[config.mk]
export PLATFORM = sky130hd
export DESIGN_NAME = bypass_select_controller
export DESIGN_NICKNAME = d
export VERILOG_FILES = /design/src/rtl/bypass_select_controller_pkg.sv /design/src/rtl/bypass_operand_matcher.sv /design/src/rtl/bypass_select_controller.sv
export SDC_FILE = /design/constraint.sdc
export NUM_CORES = 1
export LEC_CHECK = 0
export ABC_AREA = 1
export CAP_MARGIN = 30
export CORE_ASPECT_RATIO = 1.25
export CORE_MARGIN = 3
export CORE_UTILIZATION = 25
export DETAILED_ROUTE_END_ITERATION = 10
export GPL_TIMING_DRIVEN = 0
export PLACE_DENSITY = 0.41
export SLEW_MARGIN = 20
export SYNTH_ARGS = -nofsm -noshare
export SYNTH_HDL_FRONTEND = slang
export SYNTH_SLANG_ARGS = --single-unit
[constraint.sdc]
create_clock -name clk -period 4.5 [get_ports clk]
set_clock_uncertainty 0.15 [all_clocks]
set_input_delay 0.45 -clock clk [delete_from_list [all_inputs] [get_ports clk]]
set_output_delay 0.45 -clock clk [all_outputs]
set_load 0.005 [all_outputs]
[src/rtl/bypass_select_controller_pkg.sv]
// Bypass control types shared by the select controller and its operand matchers.
package bypass_select_controller_pkg;

   localparam int BYP_INT_LANES    = 2;
   localparam int BYP_MEM_LANES    = 2;
   localparam int BYP_CONS_LANES   = 4;
   localparam int BYP_PREG_W       = 7;
   localparam int BYPASS_STAGE_NUM = 4;

   localparam int INT_LANE_W     = (BYP_INT_LANES > 1) ? $clog2(BYP_INT_LANES) : 1;
   localparam int MEM_LANE_W     = (BYP_MEM_LANES > 1) ? $clog2(BYP_MEM_LANES) : 1;
   localparam int COMPLEX_LANE_W = 1;

   typedef enum logic [$clog2(BYPASS_STAGE_NUM)-1:0] {
      BYPASS_STAGE_INT_EX,
      BYPASS_STAGE_INT_WB,
      BYPASS_STAGE_MEM_MA,
      BYPASS_STAGE_MEM_WB
   } BypassStage;

   typedef struct packed {
      logic [INT_LANE_W-1:0]     intLane;
      logic [MEM_LANE_W-1:0]     memLane;
      logic [COMPLEX_LANE_W-1:0] complexLane;
   } BypassLane;

   typedef struct packed {
      logic       valid;
      BypassStage stg;
      BypassLane  lane;
   } BypassSelect;

   typedef struct packed {
      BypassSelect rA;
      BypassSelect rB;
   } BypassControll;

   typedef struct packed {
      logic                  valid;
      logic [BYP_PREG_W-1:0] dst;
   } BypassProducerEntry;

   // INT stages fill only intLane, MEM stages only memLane; complexLane stays 0.
   function automatic BypassLane bypass_lane_enc(input BypassStage st, input int idx);
      BypassLane l;
      l = '0;
      if (st == BYPASS_STAGE_INT_EX || st == BYPASS_STAGE_INT_WB)
         l.intLane = idx[INT_LANE_W-1:0];
      else
         l.memLane = idx[MEM_LANE_W-1:0];
      return l;
   endfunction

endpackage

[src/rtl/bypass_operand_matcher.sv]
// One operand's compare against all producer candidates, priority-encoded to a BypassSelect.
module bypass_operand_matcher
   import bypass_select_controller_pkg::*;
#(
   parameter int                INT_LANES = BYP_INT_LANES,
   parameter int                MEM_LANES = BYP_MEM_LANES,
   parameter int                PREG_W    = BYP_PREG_W,
   parameter logic [PREG_W-1:0] ZERO_PREG = '0
) (
   input  logic                              use_op,
   input  logic [PREG_W-1:0]                 src,
   input  logic [INT_LANES-1:0][PREG_W:0]    int_ex,
   input  logic [INT_LANES-1:0][PREG_W:0]    int_wb,
   input  logic [MEM_LANES-1:0][PREG_W:0]    mem_ma,
   input  logic [MEM_LANES-1:0][PREG_W:0]    mem_wb,
   output logic [$bits(BypassSelect)-1:0]    sel
);

   function automatic BypassSelect mk_sel(input BypassStage st, input int idx);
      mk_sel = '{valid: 1'b1, stg: st, lane: bypass_lane_enc(st, idx)};
   endfunction

   BypassSelect s;

   always_comb begin
      s = '0;
      if (use_op && src != ZERO_PREG) begin
         // Oldest stage first, highest lane first: later hits overwrite, so the
         // youngest stage and lowest lane index end up selected.
         for (int i = MEM_LANES-1; i >= 0; i--)
            if (mem_wb[i][PREG_W] && mem_wb[i][PREG_W-1:0] == src) s = mk_sel(BYPASS_STAGE_MEM_WB, i);
         for (int i = INT_LANES-1; i >= 0; i--)
            if (int_wb[i][PREG_W] && int_wb[i][PREG_W-1:0] == src) s = mk_sel(BYPASS_STAGE_INT_WB, i);
         for (int i = MEM_LANES-1; i >= 0; i--)
            if (mem_ma[i][PREG_W] && mem_ma[i][PREG_W-1:0] == src) s = mk_sel(BYPASS_STAGE_MEM_MA, i);
         for (int i = INT_LANES-1; i >= 0; i--)
            if (int_ex[i][PREG_W] && int_ex[i][PREG_W-1:0] == src) s = mk_sel(BYPASS_STAGE_INT_EX, i);
      end
   end

   assign sel = s;

endmodule

[src/rtl/bypass_select_controller.sv]
// Tracks in-flight INT/MEM destinations and registers per-operand bypass selects for EX.
module bypass_select_controller
   import bypass_select_controller_pkg::*;
#(
   parameter int                INT_LANES  = BYP_INT_LANES,
   parameter int                MEM_LANES  = BYP_MEM_LANES,
   parameter int                CONS_LANES = BYP_CONS_LANES,
   parameter int                PREG_W     = BYP_PREG_W,
   parameter logic [PREG_W-1:0] ZERO_PREG  = '0
) (
   input  logic                                         clk,
   input  logic                                         rst_n,
   input  logic                                         stall,
   input  logic                                         flush,
   input  logic [INT_LANES-1:0]                         intIssValid,
   input  logic [INT_LANES*PREG_W-1:0]                  intIssDst,
   input  logic [MEM_LANES-1:0]                         memIssValid,
   input  logic [MEM_LANES*PREG_W-1:0]                  memIssDst,
   input  logic [CONS_LANES-1:0]                        consValid,
   input  logic [CONS_LANES*PREG_W-1:0]                 consSrcA,
   input  logic [CONS_LANES*PREG_W-1:0]                 consSrcB,
   input  logic [CONS_LANES-1:0]                        consSrcAUse,
   input  logic [CONS_LANES-1:0]                        consSrcBUse,
   output logic [CONS_LANES*$bits(BypassControll)-1:0]  bypassCtrl
);

   // Only EX_int and MA_mem are kept: next cycle's WB stages hold exactly what
   // these hold now, so no later stage is ever a match candidate.
   BypassProducerEntry [INT_LANES-1:0] int_iss, ex_q;
   BypassProducerEntry [MEM_LANES-1:0] mem_iss, ma_q;
   BypassControll [CONS_LANES-1:0]     ctrl_d, ctrl_q;

   always_comb begin
      for (int i = 0; i < INT_LANES; i++)
         int_iss[i] = {intIssValid[i], intIssDst[i*PREG_W +: PREG_W]};
      for (int i = 0; i < MEM_LANES; i++)
         mem_iss[i] = {memIssValid[i], memIssDst[i*PREG_W +: PREG_W]};
   end

   for (genvar c = 0; c < CONS_LANES; c++) begin : g_cons
      BypassProducerEntry [INT_LANES-1:0] ex_cand;
      logic [$bits(BypassSelect)-1:0]     sel_a, sel_b;

      // A consumer never sees the producer issued on its own lane index this cycle.
      always_comb begin
         ex_cand = int_iss;
         for (int i = 0; i < INT_LANES; i++)
            if (i == c) ex_cand[i].valid = 1'b0;
      end

      bypass_operand_matcher #(
         .INT_LANES(INT_LANES), .MEM_LANES(MEM_LANES), .PREG_W(PREG_W), .ZERO_PREG(ZERO_PREG)
      ) u_ra (
         .use_op (consValid[c] & consSrcAUse[c]),
         .src    (consSrcA[c*PREG_W +: PREG_W]),
         .int_ex (ex_cand),
         .int_wb (ex_q),
         .mem_ma (mem_iss),
         .mem_wb (ma_q),
         .sel    (sel_a)
      );

      bypass_operand_matcher #(
         .INT_LANES(INT_LANES), .MEM_LANES(MEM_LANES), .PREG_W(PREG_W), .ZERO_PREG(ZERO_PREG)
      ) u_rb (
         .use_op (consValid[c] & consSrcBUse[c]),
         .src    (consSrcB[c*PREG_W +: PREG_W]),
         .int_ex (ex_cand),
         .int_wb (ex_q),
         .mem_ma (mem_iss),
         .mem_wb (ma_q),
         .sel    (sel_b)
      );

      assign ctrl_d[c] = {sel_a, sel_b};
   end

   always_ff @(posedge clk or negedge rst_n) begin
      if (!rst_n) begin
         ex_q   <= '0;
         ma_q   <= '0;
         ctrl_q <= '0;
      end else if (flush) begin
         ex_q   <= '0;
         ma_q   <= '0;
         ctrl_q <= '0;
      end else if (!stall) begin
         ex_q   <= int_iss;
         ma_q   <= mem_iss;
         ctrl_q <= ctrl_d;
      end
   end

   assign bypassCtrl = ctrl_q;

endmodule

==> flow_metrics.tcl <==
set metrics [dict create \
    ys_seq_area_share_pct 13.7 \
    htree_levels 3 \
    crit_start "intIssDst[13]" \
    cp.required_ns 4.65 \
    crit_type "in -> reg" \
    layout_min_cycle_time_ns 2.81 \
    synth_area_sq_um 13100 \
    netlist.area_leader.share_pct 42.1 \
    synth.largest_area_cell "nand2_1" \
    whs_ns 0.331 \
    stdcell_count 3512 \
    die_area_sq_um 55400 \
    syn_to_final_growth_pct 15.1 \
    place_congestion 1.00 \
    path_clk_slew_ns 0.08 \
    totalPowerFinal_w 0.00298 \
    ys_warn_count 0 \
    vias 18462 \
    rsz0062_at_grt "false" \
    grt_max_degree 48 \
    place_hpwl_um 64100 \
    grt_pass1_wl_um 132000 \
    drive_gt1_share_pct 8.15 \
    setup_viol 0 \
    layout_common_cells "1475 x nand2_1, 374 x nor2_1, 234 x inv_1, 86 x nand3_1, 80 x clkdlybuf4s50_1" \
    crit_fanout 7 \
    die_w_um 211 \
    synth_edf_count 0 \
    ys_top_cells_by_area "nand2_1 42%, dfrtp_1 14%, nor2_1 11%" \
    nNetsFinal 2946 \
    synth_ff_type "dfrtp_1" \
    die_h_um 262 \
    cts_buffer_depth 2 \
    synthArstFlopShare_pct 100 \
    firstDrtPassIters 6 \
    numCtsBuffers 9 \
    overflow 0 \
    cts_root_buffer "clkbuf_16" \
    start_kind "primary input" \
    avgRoutedWirePerCell_um 27.6 \
    hold_viol 0 \
    cts_tree "yes" \
    hold_start "bypassCtrl[23]$_DFFE_PN0P_" \
    status "finished clean" \
    powerDensity_nw_per_um2 197 \
    clk-insertion-delay-late_ns 0.41 \
    syn_area_per_cell_sq_um 4.80 \
    coreArea_sq_um 51800 \
    crit_path_end_kind "flop" \
    ys_seq_elements 72 \
    final_common_cell "nand2_1" \
    report.final.slew_viol_count 0 \
    num_rows 93 \
    post-route-period-util_pct 62.5 \
    max_cap_viol_count 0 \
    portBuffers 81 \
    viasPerCell 5.26 \
    ys_types 34 \
    rrSetupSlack_ns 1.82 \
    drc_errors 0 \
    dp.cells 3494 \
    clock_sinks 72 \
    grt_pass1_vias 17166 \
    first_iter_violations 2398 \
    max_freq_mhz 356 \
    io_pins 152 \
    r2r_start "ex_q[7]$_DFFE_PN0P_" \
    final_util_pct 29.2 \
    diodes 0 \
    grtUsageTotal_pct 34.2 \
    leakagePower_nw 8.74 \
    cts_resized 0 \
    nFillCells 6078 \
    start_util_pct 25.4 \
    peakVddDrop_uv 145 \
    tightest_slew_ns 0.990 \
    antenna_left 0 \
    syn_inst 2740 \
    min_path_type "reg -> reg" \
    wl_um 97000 \
    maxSlewHeadroom_pct 33.6 \
    setup_tns_ns 0 \
    arrival_ns 2.96 \
    antenna_found_initial 3 \
]
kinds of logic after synthesis:
family,share of synthesized area [%]
AND/OR/NAND/NOR,58.9
buffers and inverters,15.9
AO/OA/AOI/OAI,7.06
flip-flops,13.7
XOR/XNOR,4.46
other,0.0285
power breakdown:
group          total, W  internal, W  switching (W)
Sequential     0.000675     0.000663      0.0000121
Combinational   0.00150     0.000396        0.00110
Clock          0.000813     0.000378       0.000435
Total           0.00298      0.00144        0.00155
cell type report:
cell class                      count  area (sq um)  share of cell area (%)
Timing Repair Buffer               84           857                    5.66
Multi-Input combinational cell   2233          9280                    61.3
Inverter                          295          1110                    7.33
Tap cell                          665           832                    5.50
Clock buffer                       10           229                    1.51
Clock inverter                      6          43.8                   0.289
Buffer                            147           978                    6.47
Sequential cell                    72          1800                    11.9
path summary, 6_finish.rpt:
check | endpoint | cells after the start
setup / recovery | bypassCtrl[33]$_DFFE_PN0P_ | 12
hold / removal | bypassCtrl[23]$_DFFE_PN0P_ | 2
setup reg to reg | bypassCtrl[41]$_DFFE_PN0P_ | 11
hold reg to reg | bypassCtrl[23]$_DFFE_PN0P_ | 2
max in group asynchronous | bypassCtrl[15]$_DFFE_PN0P_ | 3
min in group asynchronous | bypassCtrl[45]$_DFFE_PN0P_ | 2
cells in the mapped netlist (all sizes together) (10+ instances only):
cell and n:
nand2 1479, nor2 386, inv 287, buf 135
nand3 86, dfrtp 72, a21oi 67, xnor2 56
o21ai 52, nand4 31, o22ai 31, clkbuf 12
xor2 11, o211ai 10
per-layer routing:
metal  wire length (um)  track usage, %
met1              39200            44.3
met2              40100            50.0
met3               9320            6.75
met4               8450            25.1
met5                  0               0
through the flow:
stage	area [sq um]	setup slack (ns)
5_1_grt	15100	1.67
6_report	15100	1.69
3_5_place_dp	14800	1.42
2_1_floorplan	13200	2.90
3_3_place_gp	14800	-0.431
4_1_cts	15100	1.84
what timing repair did:
item	4_1_cts	5_1_grt
endpoints found under the hold margin	25	0
buffers inserted	0	0
hold buffers	1	0
critical path, cell delays in order:
cell	delay (ns)
clkdlybuf4s50_1	1.01
inv_1	0.53
nand2_1	0.16
nand2_1	0.06
inv_1	0.05
nand2_1	0.04
nor2_1	0.14
nand2_1	0.15
nand2_1	0.12
nor2_1	0.06
nand3_1	0.11
nand2_1	0.06
sequential cells by signal (all words and copies together), names as in the netlist:
signal / cells
ma_q: 16
bypassCtrl: 40
ex_q: 16
Power figures use the tool's default switching activity.
